File: config.mk
export PLATFORM = sky130hd
export DESIGN_NAME = nibble_bus_arbiter_flat
export DESIGN_NICKNAME = d
export VERILOG_FILES = /design/src/rtl/nibble_bus_arbiter_if.sv /design/src/rtl/nibble_bus_arbiter.sv /design/src/flat_wrapper.sv
export SDC_FILE = /design/constraint.sdc
export NUM_CORES = 1
export LEC_CHECK = 0
export ABC_AREA = 1
export CAP_MARGIN = 20
export CORE_UTILIZATION = 25
export CTS_BUF_LIST = sky130_fd_sc_hd__clkbuf_16
export CTS_CLUSTER_SIZE = 12
export DETAILED_ROUTE_END_ITERATION = 7
export MAX_ROUTING_LAYER = met4
export RECOVER_POWER = 100
export SETUP_SLACK_MARGIN = 0.5
export SYNTH_ARGS = -nofsm -noshare
export SYNTH_HDL_FRONTEND = slang
export SYNTH_SLANG_ARGS = --single-unit
File: constraint.sdc
create_clock -name clk -period 1.9 [get_ports clk]
set_clock_uncertainty 0.1 [all_clocks]
set_input_delay 0.38 -clock clk [delete_from_list [all_inputs] [get_ports clk]]
set_output_delay 0.38 -clock clk [all_outputs]
set_load 0.1 [all_outputs]
File: src/rtl/nibble_bus_arbiter_if.sv
// Requester-side and external-bus signals of the nibble bus arbiter.
// The slave modport is the arbiter's view; the master modport is the environment's view.
interface nibble_bus_arbiter_if #(
    parameter int ADDR_W = 4,
    parameter int DATA_W = 4
);
    logic [1:0]        req;
    logic [ADDR_W-1:0] addr0;
    logic [ADDR_W-1:0] addr1;
    logic [1:0]        gnt;
    logic [1:0]        rvalid;
    logic [DATA_W-1:0] rdata;
    logic [ADDR_W-1:0] bus_addr;
    logic [DATA_W-1:0] bus_data;
    logic              busy;

    modport slave (
        input  req, addr0, addr1, bus_data,
        output gnt, rvalid, rdata, bus_addr, busy
    );

    modport master (
        output req, addr0, addr1, bus_data,
        input  gnt, rvalid, rdata, bus_addr, busy
    );
endinterface

File: src/rtl/nibble_bus_arbiter.sv
// Round-robin arbiter sharing one external nibble memory bus between two readers.
// Each read is: grant in IDLE, address held for WAIT_CYCLES, data capture, one-cycle rvalid.
module nibble_bus_arbiter #(
    parameter int ADDR_W      = 4,
    parameter int DATA_W      = 4,
    parameter int WAIT_CYCLES = 1
) (
    input  logic                  clk,
    input  logic                  reset_n,
    nibble_bus_arbiter_if.slave   bus
);
    typedef enum logic [1:0] {
        IDLE   = 2'd0,
        ACCESS = 2'd1,
        DONE   = 2'd2
    } state_t;

    localparam logic [3:0] WAIT_INIT = 4'(WAIT_CYCLES - 1);

    state_t            r_state;
    state_t            w_nextState;
    logic              r_owner;
    logic              r_lastOwner;
    logic [3:0]        r_wcnt;
    logic [ADDR_W-1:0] r_busAddr;
    logic [DATA_W-1:0] r_rdata;
    logic [1:0]        r_rvalid;
    logic              w_winner;
    logic              w_start;
    logic              w_capture;

    // On a tie the port that did not win last time goes first.
    always_comb begin
        w_winner = ~r_lastOwner;
        case (bus.req)
            2'b01:   w_winner = 1'b0;
            2'b10:   w_winner = 1'b1;
            default: w_winner = ~r_lastOwner;
        endcase
    end

    always_comb begin
        w_nextState = r_state;
        w_start     = 1'b0;
        w_capture   = 1'b0;
        bus.gnt     = 2'b00;
        case (r_state)
            IDLE: begin
                if (bus.req != 2'b00) begin
                    w_start     = 1'b1;
                    w_nextState = ACCESS;
                    bus.gnt     = reset_n ? {w_winner, ~w_winner} : 2'b00;
                end
            end
            ACCESS: begin
                if (r_wcnt == 4'd0) begin
                    w_capture   = 1'b1;
                    w_nextState = DONE;
                end
            end
            DONE:    w_nextState = IDLE;
            default: w_nextState = IDLE;
        endcase
    end

    always_ff @(posedge clk or negedge reset_n) begin
        if (!reset_n) begin
            r_state <= IDLE;
        end else begin
            r_state <= w_nextState;
        end
    end

    always_ff @(posedge clk or negedge reset_n) begin
        if (!reset_n) begin
            r_owner     <= 1'b0;
            r_lastOwner <= 1'b1;
            r_wcnt      <= 4'd0;
            r_busAddr   <= '0;
            r_rdata     <= '0;
            r_rvalid    <= 2'b00;
        end else begin
            r_rvalid <= 2'b00;
            if (w_start) begin
                r_busAddr   <= w_winner ? bus.addr1 : bus.addr0;
                r_owner     <= w_winner;
                r_lastOwner <= w_winner;
                r_wcnt      <= WAIT_INIT;
            end
            if (r_state == ACCESS && r_wcnt != 4'd0) begin
                r_wcnt <= r_wcnt - 4'd1;
            end
            if (w_capture) begin
                r_rdata  <= bus.bus_data;
                r_rvalid <= {r_owner, ~r_owner};
            end
        end
    end

    assign bus.rvalid   = r_rvalid;
    assign bus.rdata    = r_rdata;
    assign bus.bus_addr = r_busAddr;
    assign bus.busy     = (r_state != IDLE);
endmodule

File: src/flat_wrapper.sv
// flat-port wrapper written by rule: the top's interface ports become plain ports
module nibble_bus_arbiter_flat 
#(
    parameter int ADDR_W      = 4,
    parameter int DATA_W      = 4,
    parameter int WAIT_CYCLES = 1
)
  (clk, reset_n, bus_req, bus_addr0, bus_addr1, bus_bus_data, bus_gnt, bus_rvalid, bus_rdata, bus_bus_addr, bus_busy);
  nibble_bus_arbiter_if #(.ADDR_W(ADDR_W), .DATA_W(DATA_W)) bus_i ();
  input  logic clk;
  input  logic reset_n;
  input wire logic [$bits(bus_i.req)-1:0] bus_req;
  input wire logic [$bits(bus_i.addr0)-1:0] bus_addr0;
  input wire logic [$bits(bus_i.addr1)-1:0] bus_addr1;
  input wire logic [$bits(bus_i.bus_data)-1:0] bus_bus_data;
  output wire logic [$bits(bus_i.gnt)-1:0] bus_gnt;
  output wire logic [$bits(bus_i.rvalid)-1:0] bus_rvalid;
  output wire logic [$bits(bus_i.rdata)-1:0] bus_rdata;
  output wire logic [$bits(bus_i.bus_addr)-1:0] bus_bus_addr;
  output wire logic [$bits(bus_i.busy)-1:0] bus_busy;
  assign bus_i.req = bus_req;
  assign bus_i.addr0 = bus_addr0;
  assign bus_i.addr1 = bus_addr1;
  assign bus_i.bus_data = bus_bus_data;
  assign bus_gnt = bus_i.gnt;
  assign bus_rvalid = bus_i.rvalid;
  assign bus_rdata = bus_i.rdata;
  assign bus_bus_addr = bus_i.bus_addr;
  assign bus_busy = bus_i.busy;
  nibble_bus_arbiter #(.ADDR_W(ADDR_W), .DATA_W(DATA_W), .WAIT_CYCLES(WAIT_CYCLES)) u_core (.clk(clk), .reset_n(reset_n), .bus(bus_i));
endmodule
==> After elaboration in Yosys (flattened, before gate mapping) <==
Index checks and enable logic that the tools add are counted.
{ "classes": {"addsub": 1, "eq_ne": 5, "muxes": 15, "bitwise_logic": 3, "reduce_logical": 8} }
{ "ops": {"columns": ["op", "n"], "rows": [
  ["2-to-1 mux 2 bit", 6],
  ["2-to-1 mux 4 bit", 3],
  ["nonzero test 2 bit", 3],
  ["equality test 2 x 1 -> 1 bit, second input constant", 2],
  ["logical NOT 4 bit", 1],
  ["2-to-1 mux 1 bit", 4],
  ["!= test 2 x 1 -> 1 bit, second input constant", 2],
  ["case mux 2 bit (2 select lines)", 1],
  ["nonzero test 4 bit", 1],
  ["subtractor 4 x 1 -> 4 bit, second input constant", 1],
  ["NOT 1 bit", 3],
  ["equality test 2 bit, second input constant", 1],
  ["logical NOT 2 bit", 1],
  ["case mux 1 bit (2 select lines)", 1],
  ["AND reduction 2 bit", 1],
  ["logical AND 1 bit", 1]
]} }
{ "word_totals": {"reg_bits": 18, "out_inout_bits": 13, "word_cells": 39} }

==> Logic depth before layout (Yosys ltp) <==
Gate-level depths: netlist of the first run.
{ "depth": {"word_depth": 6, "mapped_depth": 8, "depth_no_buf": 8} }

==> Worst setup path after synthesis of the first run <==
Ideal clock, no wire load.
{ "synth_path": {"path_kind": "input to output", "start": "in bus_req[0]", "end": "out bus_gnt[0]", "arrival_time_ns": 2.166, "required_ns": 1.420, "slack_ns": -0.746, "stages": 6, "path_buffers": 0, "path_cell_list": "inv_1 > ha_1 > inv_1 > nand2_2 > o21a_1 > nor3_2"} }
{ "synth_between": {"elab_chain_len": 6, "word_cells_on_any_way": 8} }
{ "synth_lines": {"columns": ["element", "line_no", "text"], "rows": [
  ["start, declared", "flat_wrapper.sv:12", "input wire logic [$bits(bus_i.req)-1:0] bus_req;"],
  ["equality test 2 bit / equality test 2 x 1 -> 1 bit (equally long branches)", "nibble_bus_arbiter.sv:35", "case (bus.req)"],
  ["case mux 1 bit (2 select lines)", "nibble_bus_arbiter.sv:35", null],
  ["NOT 1 bit", "nibble_bus_arbiter.sv:52", "bus.gnt = reset_n ? {w_winner, ~w_winner} : 2'b00;"],
  ["2-to-1 mux 2 bit", "nibble_bus_arbiter.sv:52", null],
  ["2-to-1 mux 2 bit *", "nibble_bus_arbiter.sv:49", "if (bus.req != 2'b00) begin"],
  ["2-to-1 mux 2 bit *", "nibble_bus_arbiter.sv:47", "case (r_state)"],
  ["end, declared", "flat_wrapper.sv:16", "output wire logic [$bits(bus_i.gnt)-1:0] bus_gnt;"]
]} }
Mark *: on every way between the ends. The rest lies on a longest branch, timed or not.

==> Worst setup path in the final report of the first run <==
Same ends and word-level chain as after synthesis.

==> results of run 1 <==
-- final timing paths --
kind,to,cells after the start,start
setup / recovery,bus_gnt[0],7,bus_req[0]
hold / removal,u_core.bus.rvalid[0]$_DFF_PN0_,1,u_core.r_owner$_DFFE_PN0P_
setup reg to reg,u_core.bus.rdata[3]$_DFFE_PN0P_,6,u_core.r_wcnt[0]$_DFFE_PN0P_
hold reg to reg,u_core.bus.rvalid[0]$_DFF_PN0_,1,u_core.r_owner$_DFFE_PN0P_
max in group asynchronous,u_core.bus.bus_addr[1]$_DFFE_PN0P_,2,reset_n
min in group asynchronous,u_core.r_state[1]$_DFFE_PN0P_,2,reset_n
-- cell type report --
cell class / instances / area (um^2)
multi-input combinational: 75 / 437
tap: 48 / 60.1
inverter: 23 / 105
sequential: 18 / 452
fill: 388 / 2230
clock inverter: 1 / 3.75
timing repair buffer: 36 / 322
clock buffer: 3 / 75.1
-- worst max-delay path: stages --
cell and delay [ps]:
buf_8 90, inv_12 30, ha_4 260, inv_4 40, o21a_1 190, nor3_4 160, buf_12 200
-- cell families (layout without fill, tap and decap cells) --
kind of cell | after synthesis | in the layout | synth area share
xor+xnor | 1 | 1 | 0.00903
flops | 18 | 18 | 0.466
fa+ha+maj | 4 | 4 | 0.0516
buf+inv | 24 | 63 | 0.110
simple gates | 69 | 69 | 0.356
compound gates | 1 | 1 | 0.00774
-- where the power goes --
part / total [uW] / switching (uW) / internal [uW]
combinational: 1590 / 1250 / 334
sequential: 615 / 79.7 / 535
clock: 412 / 132 / 279
-- stage by stage --
step	TNS, ps	utilization
after floorplan	-524	-
after detailed placement	-2200	0.412
final	0	0.394
after global placement	-1980	0.412
after global routing	0	0.394
after CTS	0	0.446
-- repair_timing --
item / CTS / global route
resized for setup: 18 / 3
setup buffers: 2 / 0
pin swaps: 3 / 1
cloned: 0 / 0
endpoints found under the setup margin: 14 / 10
hold endpoints to repair: 0 / 0
-- cells in the mapped netlist, drive strengths merged --
| master | number | share of area |
|---|---|---|
| nand2 | 47 | 0.19 |
| inv | 22 | 0.085 |
| dfrtp | 17 | 0.44 |
| nand3 | 14 | 0.085 |
| nor2 | 5 | 0.035 |
| ha | 4 | 0.052 |
| nor3 | 2 | 0.021 |
| buf | 1 | 0.015 |
| clkinv | 1 | 0.0090 |
| dfstp | 1 | 0.027 |
| nand3b | 1 | 0.021 |
| o21a | 1 | 0.0077 |
| xor2 | 1 | 0.0090 |
-- layer usage --
metal	vias to the layer above	track usage	routed length, um
li1	430	-	-
met1	399	0.128	866
met2	13	0.186	1010
met3	5	0.0321	81
met4	0	0.0333	25
met5	-	-	0
-- sequential cells by signal, summed over array words and instances, names as in the netlist --
signal	count
u_core.bus.bus_addr	4
u_core.bus.rdata	4
u_core.bus.rvalid	2
u_core.r_lastOwner	1
u_core.r_owner	1
u_core.r_state	2
u_core.r_wcnt	4
==> results.sh, run 1 <==
export IMPL_outcome="finished, final reports clean"
export IMPL_grt_pass1_wl_mm=3.47
export IMPL_root_buffer="clkbuf_16"
export IMPL_arrival_ps=1360
export IMPL_core_um2=3690
export IMPL_power_leakage_uw=0.000786
export IMPL_instances_no_fill=204
export IMPL_holdBufCountCts=0
export IMPL_dieArea_um2=4130
export IMPL_cp_required_ps=1420
export IMPL_final_area_um2=1450
export IMPL_drt_iter0_markers=18
export IMPL_rows=22
export IMPL_ant_nets=0
export IMPL_regToRegSetupSlack_ps=320
export IMPL_numCtsBuffers=3
export IMPL_place_congestion=0.740
export IMPL_overflow=0
export IMPL_hp_class="reg2reg"
export IMPL_synth_nets=137
export IMPL_ys_seq_area_frac=0.466
export IMPL_worstPathMaxFanout=3
export IMPL_ys_warn_count=0
export IMPL_dpl_cell_area_um2=1520
export IMPL_wirelength_mm=1.98
export IMPL_avgSynthCellArea_um2=8.29
export IMPL_first_pass_iters=4
export IMPL_setup_violations=0
export IMPL_drv_slew=0
export IMPL_fmax_ghz=0.544
export IMPL_antenna_found_initial=0
export IMPL_hpwl_mm=1.63
export IMPL_hold_viol=0
export IMPL_clkTransAtPathRegs_ps=50
export IMPL_grtUsageTotal=0.111
export IMPL_start_util=0.263
export IMPL_fin_crit_sh=0.967
export IMPL_cts_max_level=1
export IMPL_cts_path_max_buffers=2
export IMPL_grt_setup_unrepaired="yes"
export IMPL_cts_sinks=18
export IMPL_fp_dieH_um=64.3
export IMPL_dpl_cell_count=198
export IMPL_wl_per_cell_um=9.71
export IMPL_p_total_uw=2610
export IMPL_crit_type="in2out"
export IMPL_cap_viol_max_count=0
export IMPL_power_density_nw_per_um2=1800
export IMPL_route_vias_total=847
export IMPL_grt_pass1_vias=842
export IMPL_cts_tree="yes"
export IMPL_tightest_slew_ps=984
export IMPL_worstSetupStartpointType="primary input"
export IMPL_drive_gt1_frac=0.263
export IMPL_die_width_um=64.3
export IMPL_synthesis_area_um2=970
export IMPL_ys_types=18
export IMPL_whs_ps=367
export IMPL_ys_ff_latch=18
export IMPL_portBuffers=28
export IMPL_area_growth_pct=49.9
export IMPL_antennaDiodeCount=0
export IMPL_post_place_ws_ps=-569
export IMPL_syn_inst=117
export IMPL_drc_errors=0
export IMPL_finalCriticalPeriod_ps=1840
export IMPL_peakVddDrop_mv=1.13
export IMPL_final_cell_mix="nand2_1, inv_1, dfrtp_1"
export IMPL_clkLatencyLatePin_ps=250
export IMPL_via_per_inst=4.15
export IMPL_fin_nets=177
export IMPL_maxSlewHeadroom=0.344
export IMPL_io_pins=29
export IMPL_setup_worst_path_end_class="primary output"
export IMPL_layout_commonest_cell="nand2_1"
export IMPL_fin_ws_ps=63.0
export IMPL_grt_start_max_net_pins=19
(Power assumes the default switching activity.)
==> run 2, diff against run 1 <==
- CAP_MARGIN: 20 -> default
==> results of run 2 <==
No change in the layout: final DEF, timing and power equal those of run 1.
